<file path="src/rtl/counter_driver.sv">
// Turns inc/dec events into saturating 1..3 step commands; all outputs registered, req->command 2 edges min.
// Backpressure: a held command is frozen until cmd_ready; events accumulate in 0..7 pending counts and drop beyond.
module counter_driver (
    input  logic       clk,
    input  logic       rst,
    input  logic       start,
    input  logic [3:0] start_value,
    input  logic       inc_req,
    input  logic       dec_req,
    input  logic       cmd_ready,
    output logic       reinit,
    output logic [3:0] initial_value,
    output logic       incr_valid,
    output logic [1:0] incr,
    output logic       decr_valid,
    output logic [1:0] decr,
    output logic [3:0] shadow,
    output logic       inc_drop,
    output logic       dec_drop,
    output logic       busy
);

    typedef enum logic [1:0] {IDLE, INIT, RUN} state_t;

    state_t     state_q, state_d;
    logic [2:0] inc_pend_q, inc_pend_d;
    logic [2:0] dec_pend_q, dec_pend_d;
    logic       reinit_d, incr_valid_d, decr_valid_d, inc_drop_d, dec_drop_d, busy_d;
    logic [3:0] init_val_d, shadow_d;
    logic [1:0] incr_d, decr_d;

    logic [1:0] inc_cap, dec_cap, inc_amt, dec_amt, inc_iss, dec_iss;
    logic [4:0] inc_room;
    logic [3:0] inc_sum, dec_sum;
    logic       cmd_load;

    // Decrement first so the freed headroom can be spent by the increment in the same command.
    always_comb begin
        dec_cap  = (dec_pend_q > 3'd3) ? 2'd3 : dec_pend_q[1:0];
        dec_amt  = ({2'b00, dec_cap} > shadow) ? shadow[1:0] : dec_cap;
        inc_cap  = (inc_pend_q > 3'd3) ? 2'd3 : inc_pend_q[1:0];
        inc_room = 5'd15 - {1'b0, shadow} + {3'b000, dec_amt};
        inc_amt  = (inc_room < {3'b000, inc_cap}) ? inc_room[1:0] : inc_cap;
        cmd_load = !(incr_valid || decr_valid) || cmd_ready;
    end

    always_comb begin
        state_d      = state_q;
        inc_pend_d   = inc_pend_q;
        dec_pend_d   = dec_pend_q;
        reinit_d     = reinit;
        init_val_d   = initial_value;
        incr_valid_d = incr_valid;
        incr_d       = incr;
        decr_valid_d = decr_valid;
        decr_d       = decr;
        shadow_d     = shadow;
        inc_drop_d   = 1'b0;
        dec_drop_d   = 1'b0;
        inc_iss      = 2'd0;
        dec_iss      = 2'd0;
        inc_sum      = 4'd0;
        dec_sum      = 4'd0;

        case (state_q)
            IDLE: begin
                if (start) begin
                    state_d    = INIT;
                    reinit_d   = 1'b1;
                    init_val_d = start_value;
                end
            end
            INIT: begin
                // initial_value doubles as the latched load value
                if (cmd_ready) begin
                    state_d    = RUN;
                    shadow_d   = initial_value;
                    inc_pend_d = 3'd0;
                    dec_pend_d = 3'd0;
                    reinit_d   = 1'b0;
                    init_val_d = 4'd0;
                end
            end
            RUN: begin
                if (start) begin
                    state_d      = INIT;
                    reinit_d     = 1'b1;
                    init_val_d   = start_value;
                    incr_valid_d = 1'b0;
                    incr_d       = 2'd0;
                    decr_valid_d = 1'b0;
                    decr_d       = 2'd0;
                    inc_pend_d   = 3'd0;
                    dec_pend_d   = 3'd0;
                end else begin
                    if (cmd_load) begin
                        incr_valid_d = (inc_amt != 2'd0);
                        incr_d       = inc_amt;
                        decr_valid_d = (dec_amt != 2'd0);
                        decr_d       = dec_amt;
                        shadow_d     = shadow + {2'b00, inc_amt} - {2'b00, dec_amt};
                        inc_iss      = inc_amt;
                        dec_iss      = dec_amt;
                    end
                    inc_sum = {1'b0, inc_pend_q} - {2'b00, inc_iss} + {3'b000, inc_req};
                    dec_sum = {1'b0, dec_pend_q} - {2'b00, dec_iss} + {3'b000, dec_req};
                    inc_drop_d = inc_sum[3];
                    dec_drop_d = dec_sum[3];
                    inc_pend_d = inc_sum[3] ? 3'd7 : inc_sum[2:0];
                    dec_pend_d = dec_sum[3] ? 3'd7 : dec_sum[2:0];
                end
            end
            default: state_d = IDLE;
        endcase

        busy_d = (state_d == INIT) ||
                 ((state_d == RUN) && (incr_valid_d || decr_valid_d ||
                                       (inc_pend_d != 3'd0) || (dec_pend_d != 3'd0)));
    end

    always_ff @(posedge clk) begin
        if (!rst) begin
            state_q       <= IDLE;
            inc_pend_q    <= 3'd0;
            dec_pend_q    <= 3'd0;
            reinit        <= 1'b0;
            initial_value <= 4'd0;
            incr_valid    <= 1'b0;
            incr          <= 2'd0;
            decr_valid    <= 1'b0;
            decr          <= 2'd0;
            shadow        <= 4'd0;
            inc_drop      <= 1'b0;
            dec_drop      <= 1'b0;
            busy          <= 1'b0;
        end else begin
            state_q       <= state_d;
            inc_pend_q    <= inc_pend_d;
            dec_pend_q    <= dec_pend_d;
            reinit        <= reinit_d;
            initial_value <= init_val_d;
            incr_valid    <= incr_valid_d;
            incr          <= incr_d;
            decr_valid    <= decr_valid_d;
            decr          <= decr_d;
            shadow        <= shadow_d;
            inc_drop      <= inc_drop_d;
            dec_drop      <= dec_drop_d;
            busy          <= busy_d;
        end
    end

endmodule

</file>
<file path="config.mk">
export PLATFORM = sky130hd
export DESIGN_NAME = counter_driver
export DESIGN_NICKNAME = d
export VERILOG_FILES = /design/src/rtl/counter_driver.sv
export SDC_FILE = /design/constraint.sdc
export NUM_CORES = 1
export LEC_CHECK = 0
export ABC_AREA = 0
export CAP_MARGIN = 20
export CORE_AREA = 2 2 90 92
export CTS_CLUSTER_DIAMETER = 40
export DETAILED_ROUTE_END_ITERATION = 7
export DIE_AREA = 0 0 92 94
export MAX_ROUTING_LAYER = met4
export PLACE_DENSITY = 0.53
export REMOVE_ABC_BUFFERS = 1
export SLEW_MARGIN = 20
export SYNTH_ARGS = -nofsm -noshare
export SYNTH_HDL_FRONTEND = slang
export SYNTH_SLANG_ARGS = --single-unit
export TNS_END_PERCENT = 10
</file>
<file path="constraint.sdc">
create_clock -name clk -period 5.4 [get_ports clk]
set_input_delay 1.08 -clock clk [delete_from_list [all_inputs] [get_ports clk]]
set_output_delay 1.08 -clock clk [all_outputs]
set_load 0.05 [all_outputs]
</file>
* Yosys cells after proc, flatten, opt, wreduce, memory -nomap -nowiden
Cells that the tools add are included.
** Storage, ports and cells
- Output and inout bits :: 18
- Memory bits (read-only) :: 0
- Input bits :: 10
- RAM bits :: 0
- Bits in latches :: 0
- Register bits after elaboration :: 26
- Memories :: 0
** Cells by class
- $lt $le $gt $ge :: 4
- Mux-type cells :: 41
- $add $sub $neg :: 8
- $mul :: 0
- Reductions and logical operators :: 21
- Shift operators :: 0
- Div/mod/pow operators :: 0
- Equality and inequality tests :: 8
- Bitwise logic cells :: 2
** Operators by type and width (count)
- two-way mux 2 bit :: 16
- two-way mux 4 bit :: 5
- two-way mux 3 bit :: 6
- case mux 4 bit (2 select lines) :: 2
- case mux 3 bit (2 select lines) :: 2
- nonzero test 2 bit :: 5
- adder 4 x 1 -> 4 bit :: 2
- two-way mux 1 bit :: 8
- subtractor 3 x 2 -> 4 bit :: 2
- > comparator 3 x 2 -> 1 bit, second input constant :: 2
- logical OR 1 bit :: 6
- inequality test 2 bit, second input constant :: 3
- nonzero test 3 bit :: 2
- adder 5 x 2 -> 5 bit :: 1
- < comparator 5 x 2 -> 1 bit :: 1
- subtractor 4 x 4 -> 5 bit, first input constant :: 1
- adder 4 x 2 -> 4 bit :: 1
- equality test 2 x 1 -> 1 bit, second input constant :: 2
- equality test 2 bit, second input constant :: 2
- > comparator 2 x 4 -> 1 bit :: 1
- case mux 2 bit (2 select lines) :: 1
- AND reduction 4 bit :: 1
- subtractor 4 x 2 -> 4 bit :: 1
- AND reduction 3 bit :: 1
- 9 further kinds :: 10

* Longest topological paths before layout
Gate-level depths: netlist (run 1).
- Depth after elaboration :: 20
- Depth in mapped cells :: 22
- Mapped depth without buffers :: 22

* Least setup slack after synthesis (run 1)
Ideal clock, no wire load.
- Path kind :: register -> register
- Start :: register shadow[1]
- End :: register busy
- Required time :: 5.309 ns
- Path slack :: 0.021 ns
- Stages on the path, launching flop included :: 22
- Data arrival time :: 5.288 ns
- Setup time :: 0.091 ns
- Path through :: dfxtp_1 > inv_1 > ha_1 > nor2b_1 > o211ai_1 > nor2_1 > a21oi_1 > ha_1 > fa_1 > ha_1 > o21ai_0 > nor4b_2 > mux2i_1 > nand2_1 > ha_1 > ha_1 > a21o_1 > a21oi_1 > xnor2_1 > nor2_1 > a41o_1 > a311oi_1
** On the way
- Cells in the longest elaborated chain, start to end :: 18
- Elaborated cells between the ends (all ways) :: 37
- Classes of those cells :: add/sub (6); order compare (2); mux (20); reduce/logical (9)
** RTL lines
- start: declaration :: RTL line 17 : output logic [3:0] shadow,
- start signal: assignment :: RTL line 146 : shadow <= shadow_d;
- > comparator 2 x 4 -> 1 bit :: RTL line 40 : dec_amt = ({2'b00, dec_cap} > shadow) ? shadow[1:0] : dec_cap;
- two-way mux 2 bit :: RTL line 40
- adder 5 x 2 -> 5 bit :: RTL line 42 : inc_room = 5'd15 - {1'b0, shadow} + {3'b000, dec_amt};
- < comparator 5 x 2 -> 1 bit :: RTL line 43 : inc_amt = (inc_room < {3'b000, inc_cap}) ? inc_room[1:0] : inc_cap;
- two-way mux 2 bit :: RTL line 43
- two-way mux 2 bit :: RTL line 96 : if (cmd_load) begin
- two-way mux 2 bit :: RTL line 85 : if (start) begin
- two-way mux 2 bit :: RTL line 65 : case (state_q)
- [2 not listed]
- two-way mux 3 bit :: RTL line 109 : inc_pend_d = inc_sum[3] ? 3'd7 : inc_sum[2:0];
- two-way mux 3 bit :: RTL line 85
- case mux 3 bit (2 select lines) :: RTL line 65
- nonzero test 3 bit :: RTL line 118 : (inc_pend_d != 3'd0) || (dec_pend_d != 3'd0)));
- logical OR 1 bit :: RTL line 117 : ((state_d == RUN) && (incr_valid_d || decr_valid_d ||
- logical OR 1 bit (*) :: RTL line 118
- logical AND 1 bit (*) :: RTL line 117
- logical OR 1 bit (*) :: RTL line 116 : busy_d = (state_d == INIT) ||
- end signal: assignment :: RTL line 149 : busy <= busy_d;
- end: declaration :: RTL line 20 : output logic busy
Every way passes the cells marked *; elsewhere a longest branch is shown, timed or not. The select of a mux whose other input is x is not followed.
A chain may end at the register's enable or synchronous reset.

* Final worst setup path (run 1)
- Start :: register dec_pend_q[2]
- End :: register busy
** On the way
- Cells in the longest elaborated chain, start to end :: 20
- Elaborated cells between the ends (all ways) :: 39
- Classes of those cells :: add/sub (5); order compare (3); mux (22); reduce/logical (9)
** RTL lines
- start: declaration :: RTL line 27 : logic [2:0] dec_pend_q, dec_pend_d;
- start signal: assignment :: RTL line 139 : dec_pend_q <= dec_pend_d;
- > comparator 3 x 2 -> 1 bit :: RTL line 39 : dec_cap = (dec_pend_q > 3'd3) ? 2'd3 : dec_pend_q[1:0];
- two-way mux 2 bit :: RTL line 39
- > comparator 2 x 4 -> 1 bit :: RTL line 40
- two-way mux 2 bit :: RTL line 40
- adder 5 x 2 -> 5 bit :: RTL line 42
- < comparator 5 x 2 -> 1 bit :: RTL line 43
- two-way mux 2 bit :: RTL line 43
- two-way mux 2 bit :: RTL line 96
- [4 not listed]
- two-way mux 3 bit :: RTL line 109
- two-way mux 3 bit :: RTL line 85
- case mux 3 bit (2 select lines) :: RTL line 65
- nonzero test 3 bit :: RTL line 118
- logical OR 1 bit :: RTL line 117
- logical OR 1 bit (*) :: RTL line 118
- logical AND 1 bit (*) :: RTL line 117
- logical OR 1 bit (*) :: RTL line 116
Marked as above.

==> results of run 1 <==
-- layout make-up --
class | count | area, µm²
flip-flops and latches | 26 | 526
clock inverters | 1 | 30.0
fillers | 830 | 5150
inverters | 26 | 97.6
clock buffers | 3 | 41.3
well taps | 102 | 128
repair buffers | 33 | 315
multi-input cells | 164 | 1320
-- state kept, by name, summed over array words and instances, names as in the netlist --
register       cells
busy               1
dec_pend_q         3
reinit             1
decr_valid         1
shadow             4
inc_pend_q         3
incr               2
state_q            2
dec_drop           1
incr_valid         1
inc_drop           1
decr               2
initial_value      4
-- cell families (layout without fill, tap and decap cells) --
family          Yosys count  after routing
mux                       5              5
buf+inv                  31             63
simple gates             68             68
xor+xnor                  7              7
fa+ha+maj                29             29
flops                    26             26
compound gates           55             55
-- Yosys cell counts, types with 3 or more instances --
cell type,instances
sky130_fd_sc_hd__a22oi_1,3
sky130_fd_sc_hd__clkbuf_1,3
sky130_fd_sc_hd__a21o_1,4
sky130_fd_sc_hd__nor2b_1,3
sky130_fd_sc_hd__o21ai_0,5
sky130_fd_sc_hd__nand3_1,5
sky130_fd_sc_hd__o21bai_1,4
sky130_fd_sc_hd__and2_1,6
sky130_fd_sc_hd__ha_1,24
sky130_fd_sc_hd__inv_1,26
sky130_fd_sc_hd__xnor2_1,5
sky130_fd_sc_hd__a21oi_1,25
sky130_fd_sc_hd__nand2_1,16
sky130_fd_sc_hd__dfxtp_1,26
sky130_fd_sc_hd__fa_1,5
sky130_fd_sc_hd__nor2_1,21
sky130_fd_sc_hd__mux2i_1,4
-- critical path: cells and delay by family, from the launching register on --
family,cells,cell delay (ns)
multiplexers,1,0.38
AND/OR/NAND/NOR,5,1.33
adder cells (fa/ha/maj),5,1.26
XOR/XNOR,1,0.15
buffers and inverters,1,0.04
flip-flops,1,0.37
AO/OA/AOI/OAI,7,1.53
-- where the power goes --
part           total (mW)  switching, mW  internal [mW]
Clock               0.168         0.0686         0.0994
Combinational       0.222          0.128         0.0944
Sequential          0.211         0.0103          0.201
Total               0.601          0.207          0.395
-- routing by layer --
layer  routed length [µm]  up-vias
met2                 2060       19
met5                    0        -
li1                     -      830
met1                 2550      762
met3                   79        5
met4                   43        0
-- per-stage QoR --
step / TNS (ns) / util / hold slack [ns] / cells
2_1_floorplan: 0 / - / 0.466 / 216
3_3_place_gp: 0 / 0.297 / 0.448 / 348
3_5_place_dp: 0 / 0.297 / 0.452 / 348
4_1_cts: 0 / 0.306 / 0.467 / 352
5_1_grt: -0.0294 / 0.323 / 0.488 / 355
6_report: 0 / 0.323 / 0.463 / 355
-- final timing paths --
check,from,end
max reg2reg,dec_pend_q[2],busy
max,dec_pend_q[2],busy
min reg2reg,reinit,reinit
min,reinit,reinit
-- repair_timing --
action | in CTS | in global routing
gates resized for setup | 0 | 18
setup buffers | 0 | 3
setup endpoints to repair | 0 | 6
==> metrics.log, run 1 <==
[metrics] met2 layer usage reported by global route: 0.172
[metrics] Slew headroom: 0.434
[metrics] Post-Layout Inst Area: 2450 µm²
[metrics] count of nets after finishing: 293
[metrics] gr usage total: 0.112
[metrics] count of hold-fix buffers inserted at cts: 0
[metrics] Max-cap violations: 0
[metrics] Worst Setup End Kind: flop
[metrics] Required @ worst endpoint: 5.54 ns
[metrics] outcome: completed
[metrics] Clock transition at path regs: 0.10 ns
[metrics] XOR/XNOR share of the synthesized area: 0.0330
[metrics] most frequent standard cell in the layout excluding fill and tap cells: sky130_fd_sc_hd__clkdlybuf4s50_1
[metrics] starting utilization of the core area: 0.245
[metrics] average instance area after synthesis: 8.42 µm²
[metrics] cell type of the slowest stage on the worst timing path: sky130_fd_sc_hd__or4_1
[metrics] total I/O pin count: 28
[metrics] post-synth top area cell: sky130_fd_sc_hd__dfxtp_1
[metrics] largest incremental delay on the critical path: 0.52 ns
[metrics] overall die width: 92 µm
[metrics] fraction of synthesis flops using an asynchronous set or reset pin: 0
[metrics] Clock Path Buffers: 2
[metrics] vias per inst: 4.55
[metrics] GR Overflow Total: 0
[metrics] number of DRC violations after detailed routing: 0
[metrics] area share of fa/ha/maj cells after synthesis: 0.215
[metrics] Leak Pwr: 0.957 nW
[metrics] number of synthesis warnings: 0
[metrics] setup slack on the worst flop-to-flop path: 0.17 ns
[metrics] die area: 8650 µm²
[metrics] core outline area: 7610 µm²
[metrics] total vias in the final route: 1616
[metrics] Hold Path Depth: 2
[metrics] count of nets left with antenna violations after detail routing: 0
[metrics] critical path cell sequence: or2_2 > ha_4 > nor2b_1 > o211ai_1 > mux2_4 > ha_1 > a21oi_1 > o41a_1 > or4_1 > a21o_1 > nor2b_1 > ha_1 > inv_1 > ha_2 > fa_1 > xor2_1 > a21oi_1 > o2bb2ai_2 > nor4b_2 > a311oi_1
[metrics] maximum frequency from static timing analysis: 191 MHz
[metrics] portion of the post-synthesis area used by sequential elements: 0.280
[metrics] biggest area contributors in the synthesized netlist: sky130_fd_sc_hd__dfxtp_1, sky130_fd_sc_hd__ha_1, sky130_fd_sc_hd__a21oi_1
[metrics] Port Buffer Count: 27
[metrics] CP Launch Type: flop
[metrics] shortest clock period the worst path allows after layout: 5.23 ns
[metrics] total power of the final layout: 601 µW
[metrics] synth unique cells: 46
[metrics] CP Class: reg2reg
[metrics] maximum number of pins on one net before global-route repair: 21
[metrics] final slew viol count: 0
[metrics] dominant combinational cell family by area after synthesis: adder cells
[metrics] endpoints failing setup: 0
[metrics] HPWL Detailed: 3.70 mm
[metrics] number of core rows: 32
[metrics] via count of the first global-routing pass: 1561
[metrics] worst-margin pin slew: 0.838 ns
[metrics] setup slack at placement: 0.0343 ns
[metrics] Mapped Area: 1860 µm²
[metrics] maximum VDD drop: 0.101 mV
[metrics] Top Usage Layer GRT: met2
[metrics] fraction of final layout cells with drive strength greater than 1: 0.115
[metrics] fraction of met1 tracks used by global routing: 0.154
[metrics] leading cell types in the layout, fill and taps excluded: sky130_fd_sc_hd__clkdlybuf4s50_1, sky130_fd_sc_hd__inv_1, sky130_fd_sc_hd__dfxtp_1
[metrics] DIE HEIGHT: 94 µm
[metrics] M3 GR Usage: 0.0201
[metrics] compound-gate portion of the synthesized area: 0.192
[metrics] clk sinks: 26
[metrics] proportion of synthesized area in mux cells: 0.0276
[metrics] area growth from synthesis to layout: 31.9%
[metrics] CTS H-tree depth: 1
[metrics] setup clock skew after layout: 0.00321 ns
[metrics] antenna violations before repair: 0
[metrics] Synth top area share: 0.280
[metrics] synthesis-stage register bit count: 26
[metrics] type of the most critical hold path: reg2reg
[metrics] WL per Instance: 13.3 µm
[metrics] final routed wirelength across all metal layers: 4.73 mm
[metrics] antenna diode count: 0
[metrics] power per unit of standard cell area: 245 nW/µm²
[metrics] most used flip-flop cell after synthesis: sky130_fd_sc_hd__dfxtp_1
[metrics] cell area after placement: 2260 µm²
[metrics] number of design-rule violations left by the first detailed-router iteration: 55
[metrics] clock buffer count from CTS: 3
[metrics] Root Driver: sky130_fd_sc_hd__clkbuf_8
[metrics] Worst EP arrival: 5.37 ns
[metrics] fin crit share: 0.968
[metrics] Final GP Congestion: 0.819
[metrics] Register-to-Register Path Depth: 20
[metrics] setup slack of the critical path after layout: 0.172 ns
[metrics] number of synthesized flops with an enable pin: 0
[metrics] first-pass GRT wire length: 7.52 mm
[metrics] Pre-antenna DRT Iters: 4
[metrics] CP max FO: 5
[metrics] insertion delay of the later-clocked pin in the worst-skew pair: 0.28 ns
[metrics] Final Hold Viols: 0
[metrics] post-synthesis instance total: 221
[metrics] clock tree from TritonCTS: built
[metrics] share of synthesized cell area in and, or, nand and nor gates: 0.188
No activity file was read; power rests on OpenSTA's default activity.
==> run 2: changes to the inputs <==
--- a/config.mk
+++ b/config.mk
@@ -13,6 +13,7 @@
 export DIE_AREA = 0 0 92 94
 export MAX_ROUTING_LAYER = met4
 export PLACE_DENSITY = 0.53
+export RECOVER_POWER = 25
 export REMOVE_ABC_BUFFERS = 1
 export SLEW_MARGIN = 20
 export SYNTH_ARGS = -nofsm -noshare
==> metrics.log, run 2 (synthesis results as in run 1) <==
[metrics] count of buffering cells on the critical path with inverters included: 1 (unchanged)
[metrics] area growth from synthesis to layout: 31.9% (unchanged)
[metrics] number of design-rule violations left by the first detailed-router iteration: 47 (was 55)
[metrics] Clock Path Buffers: 2 (unchanged)
[metrics] fin crit share: 0.968 (about the same)
[metrics] total power of the final layout: 601 µW (about the same)
[metrics] power per unit of standard cell area: 245 nW/µm² (about the same)
[metrics] Clock transition at path regs: 0.10 ns (about the same)
[metrics] core outline area: 7610 µm² (unchanged)
[metrics] CP Class: reg2reg (unchanged)
[metrics] total negative slack: 0 ns (unchanged)
[metrics] DIE HEIGHT: 94 µm (unchanged)
[metrics] WL per Instance: 13.3 µm (about the same)
[metrics] count of nets left with antenna violations after detail routing: 0 (unchanged)
[metrics] Final Hold Viols: 0 (unchanged)
[metrics] Top Usage Layer GRT: met2 (unchanged)
[metrics] Final GP Congestion: 0.819 (unchanged)
[metrics] number of core rows: 32 (unchanged)
[metrics] most frequent standard cell in the layout excluding fill and tap cells: sky130_fd_sc_hd__inv_1 (was sky130_fd_sc_hd__clkdlybuf4s50_1)
[metrics] final routed wirelength across all metal layers: 4.74 mm (was 4.73 mm)
[metrics] total I/O pin count: 28 (unchanged)
[metrics] vias per inst: 4.55 (about the same)
[metrics] maximum VDD drop: 0.101 mV (about the same)
[metrics] cell type of the slowest stage on the worst timing path: sky130_fd_sc_hd__or4_1 (unchanged)
[metrics] via count of the first global-routing pass: 1561 (unchanged)
[metrics] shortest clock period the worst path allows after layout: 5.23 ns (about the same)
[metrics] GR Overflow Total: 0 (unchanged)
[metrics] Worst EP arrival: 5.37 ns (about the same)
[metrics] Leak Pwr: 0.959 nW (was 0.957 nW)
[metrics] met2 layer usage reported by global route: 0.172 (unchanged)
[metrics] fraction of met1 tracks used by global routing: 0.154 (unchanged)
[metrics] Root Driver: sky130_fd_sc_hd__clkbuf_8 (unchanged)
[metrics] insertion delay of the later-clocked pin in the worst-skew pair: 0.28 ns (about the same)
[metrics] worst-margin pin slew: 0.838 ns (unchanged)
[metrics] clock buffer count from CTS: 3 (unchanged)
[metrics] Non-Filler Instances: 355 (unchanged)
[metrics] final slew viol count: 0 (unchanged)
[metrics] gr usage total: 0.112 (unchanged)
[metrics] Required @ worst endpoint: 5.54 ns (about the same)
[metrics] outcome: completed (unchanged)
[metrics] clock tree from TritonCTS: built (unchanged)
[metrics] Max-cap violations: 0 (unchanged)
[metrics] Pre-antenna DRT Iters: 4 (unchanged)
[metrics] clk sinks: 26 (unchanged)
[metrics] starting utilization of the core area: 0.245 (unchanged)
[metrics] Largest regs: initial_value: 4 flops, shadow: 4 flops (unchanged)
[metrics] Port Buffer Count: 27 (unchanged)
[metrics] endpoints failing setup: 0 (unchanged)
[metrics] maximum frequency from static timing analysis: 191 MHz (about the same)
[metrics] leading cell types in the layout, fill and taps excluded: sky130_fd_sc_hd__inv_1, sky130_fd_sc_hd__clkdlybuf4s50_1, sky130_fd_sc_hd__dfxtp_1 (was sky130_fd_sc_hd__clkdlybuf4s50_1, sky130_fd_sc_hd__inv_1, sky130_fd_sc_hd__dfxtp_1)
[metrics] CP Launch Type: flop (unchanged)
[metrics] largest incremental delay on the critical path: 0.52 ns (about the same)
[metrics] M3 GR Usage: 0.0201 (unchanged)
[metrics] antenna violations before repair: 0 (unchanged)
[metrics] number of DRC violations after detailed routing: 0 (unchanged)
[metrics] count of nets after finishing: 293 (unchanged)
[metrics] fraction of final layout cells with drive strength greater than 1: 0.115 (unchanged)
[metrics] first-pass GRT wire length: 7.52 mm (unchanged)
[metrics] critical path cell sequence: or2_2 > ha_4 > nor2b_1 > o211ai_1 > mux2_4 > ha_1 > a21oi_1 > o41a_1 > or4_1 > a21o_1 > nor2b_1 > ha_1 > inv_1 > ha_2 > fa_1 > xor2_1 > a21oi_1 > o2bb2ai_2 > nor4b_2 > a311oi_1 (unchanged)
[metrics] final core utilization: 0.323 (unchanged)
[metrics] number of instances in the placed design: 348 (unchanged)
[metrics] Slew headroom: 0.434 (unchanged)
[metrics] CP delay by family, top: compound AO/OA/AOI/OAI gates (unchanged)
[metrics] antenna diode count: 0 (unchanged)
[metrics] maximum number of pins on one net before global-route repair: 21 (unchanged)
[metrics] die area: 8650 µm² (unchanged)
[metrics] total vias in the final route: 1617 (was 1616)
[metrics] type of the most critical hold path: reg2reg (unchanged)
[metrics] Worst Setup End Kind: flop (unchanged)
[metrics] CTS H-tree depth: 1 (unchanged)
[metrics] overall die width: 92 µm (unchanged)
[metrics] CP max FO: 5 (unchanged)
[metrics] HPWL Detailed: 3.70 mm (unchanged)
[metrics] setup clock skew after layout: 0.00338 ns (was 0.00321 ns)
## run 2: cell types whose count changed in the layout (fill, tap and decap cells not counted), sizes merged
cell           change
clkdlybuf4s50      -2
dlygate4sd3        +2
## run 2: worst reg2reg max path, cell delays in order, from the launching register on
cell and delay, ns:
sky130_fd_sc_hd__dfxtp_4 0.37, sky130_fd_sc_hd__or2_2 0.31, sky130_fd_sc_hd__ha_4 0.23, sky130_fd_sc_hd__nor2b_1 0.12, sky130_fd_sc_hd__o211ai_1 0.40, sky130_fd_sc_hd__mux2_4 0.38, sky130_fd_sc_hd__ha_1 0.28, sky130_fd_sc_hd__a21oi_1 0.08
sky130_fd_sc_hd__o41a_1 0.47, sky130_fd_sc_hd__or4_1 0.52, sky130_fd_sc_hd__a21o_1 0.20, sky130_fd_sc_hd__nor2b_1 0.12, sky130_fd_sc_hd__ha_1 0.15, sky130_fd_sc_hd__inv_1 0.04, sky130_fd_sc_hd__ha_2 0.18, sky130_fd_sc_hd__fa_1 0.43
sky130_fd_sc_hd__xor2_1 0.15, sky130_fd_sc_hd__a21oi_1 0.17, sky130_fd_sc_hd__o2bb2ai_2 0.10, sky130_fd_sc_hd__nor4b_2 0.26, sky130_fd_sc_hd__a311oi_1 0.12
## run 2: power by group
group	switching, mW	internal [mW]
clock	0.0685	0.0994
combinational	0.128	0.0941
sequential	0.0103	0.201
total	0.207	0.395
## run 2: stage by stage
stage	hold slack, ns	area (µm²)	worst slack, ns
global placement	0.448	2260	0.134
CTS	0.467	2330	0.0103
finish	0.463	2450	0.173
detailed placement	0.452	2260	0.0343
floorplan	0.466	1840	0.0205
global route	0.488	2450	-0.0294
## run 2: timing repair
action | CTS | global route
gates resized for setup | 0 | 18
setup endpoints to repair | 0 | 6
hold buffers | 0 | 0
buffers inserted | 0 | 3
## run 2: path summary, 6_finish.rpt
path | from | to | slack [ns] | cells after the start
min reg2reg | reinit | reinit | 0.46 | 2
max | dec_pend_q[2] | busy | 0.17 | 20
max reg2reg | dec_pend_q[2] | busy | 0.17 | 20
min | reinit | reinit | 0.46 | 2
## run 2: area by class of cell
cell class,instances,area (µm²)
inverter,26,97.6
clock inverter,1,30.0
sequential,26,526
fill,830,5150
tap,102,128
multi-input combinational,164,1320
timing repair buffer,33,315
clock buffer,3,41.3
## run 2: layer usage
metal	routed length, µm	part of all wire
met5	0	0
met4	43	0.0091
met3	80	0.017
met2	2060	0.43
met1	2560	0.54
==> run 3: changes to the inputs <==
--- a/config.mk
+++ b/config.mk
@@ -15,7 +15,6 @@
 export PLACE_DENSITY = 0.53
 export RECOVER_POWER = 25
 export REMOVE_ABC_BUFFERS = 1
-export SLEW_MARGIN = 20
 export SYNTH_ARGS = -nofsm -noshare
 export SYNTH_HDL_FRONTEND = slang
 export SYNTH_SLANG_ARGS = --single-unit
==> results of run 3 <==
Final layout, timing and power as in run 2 (identical DEF).
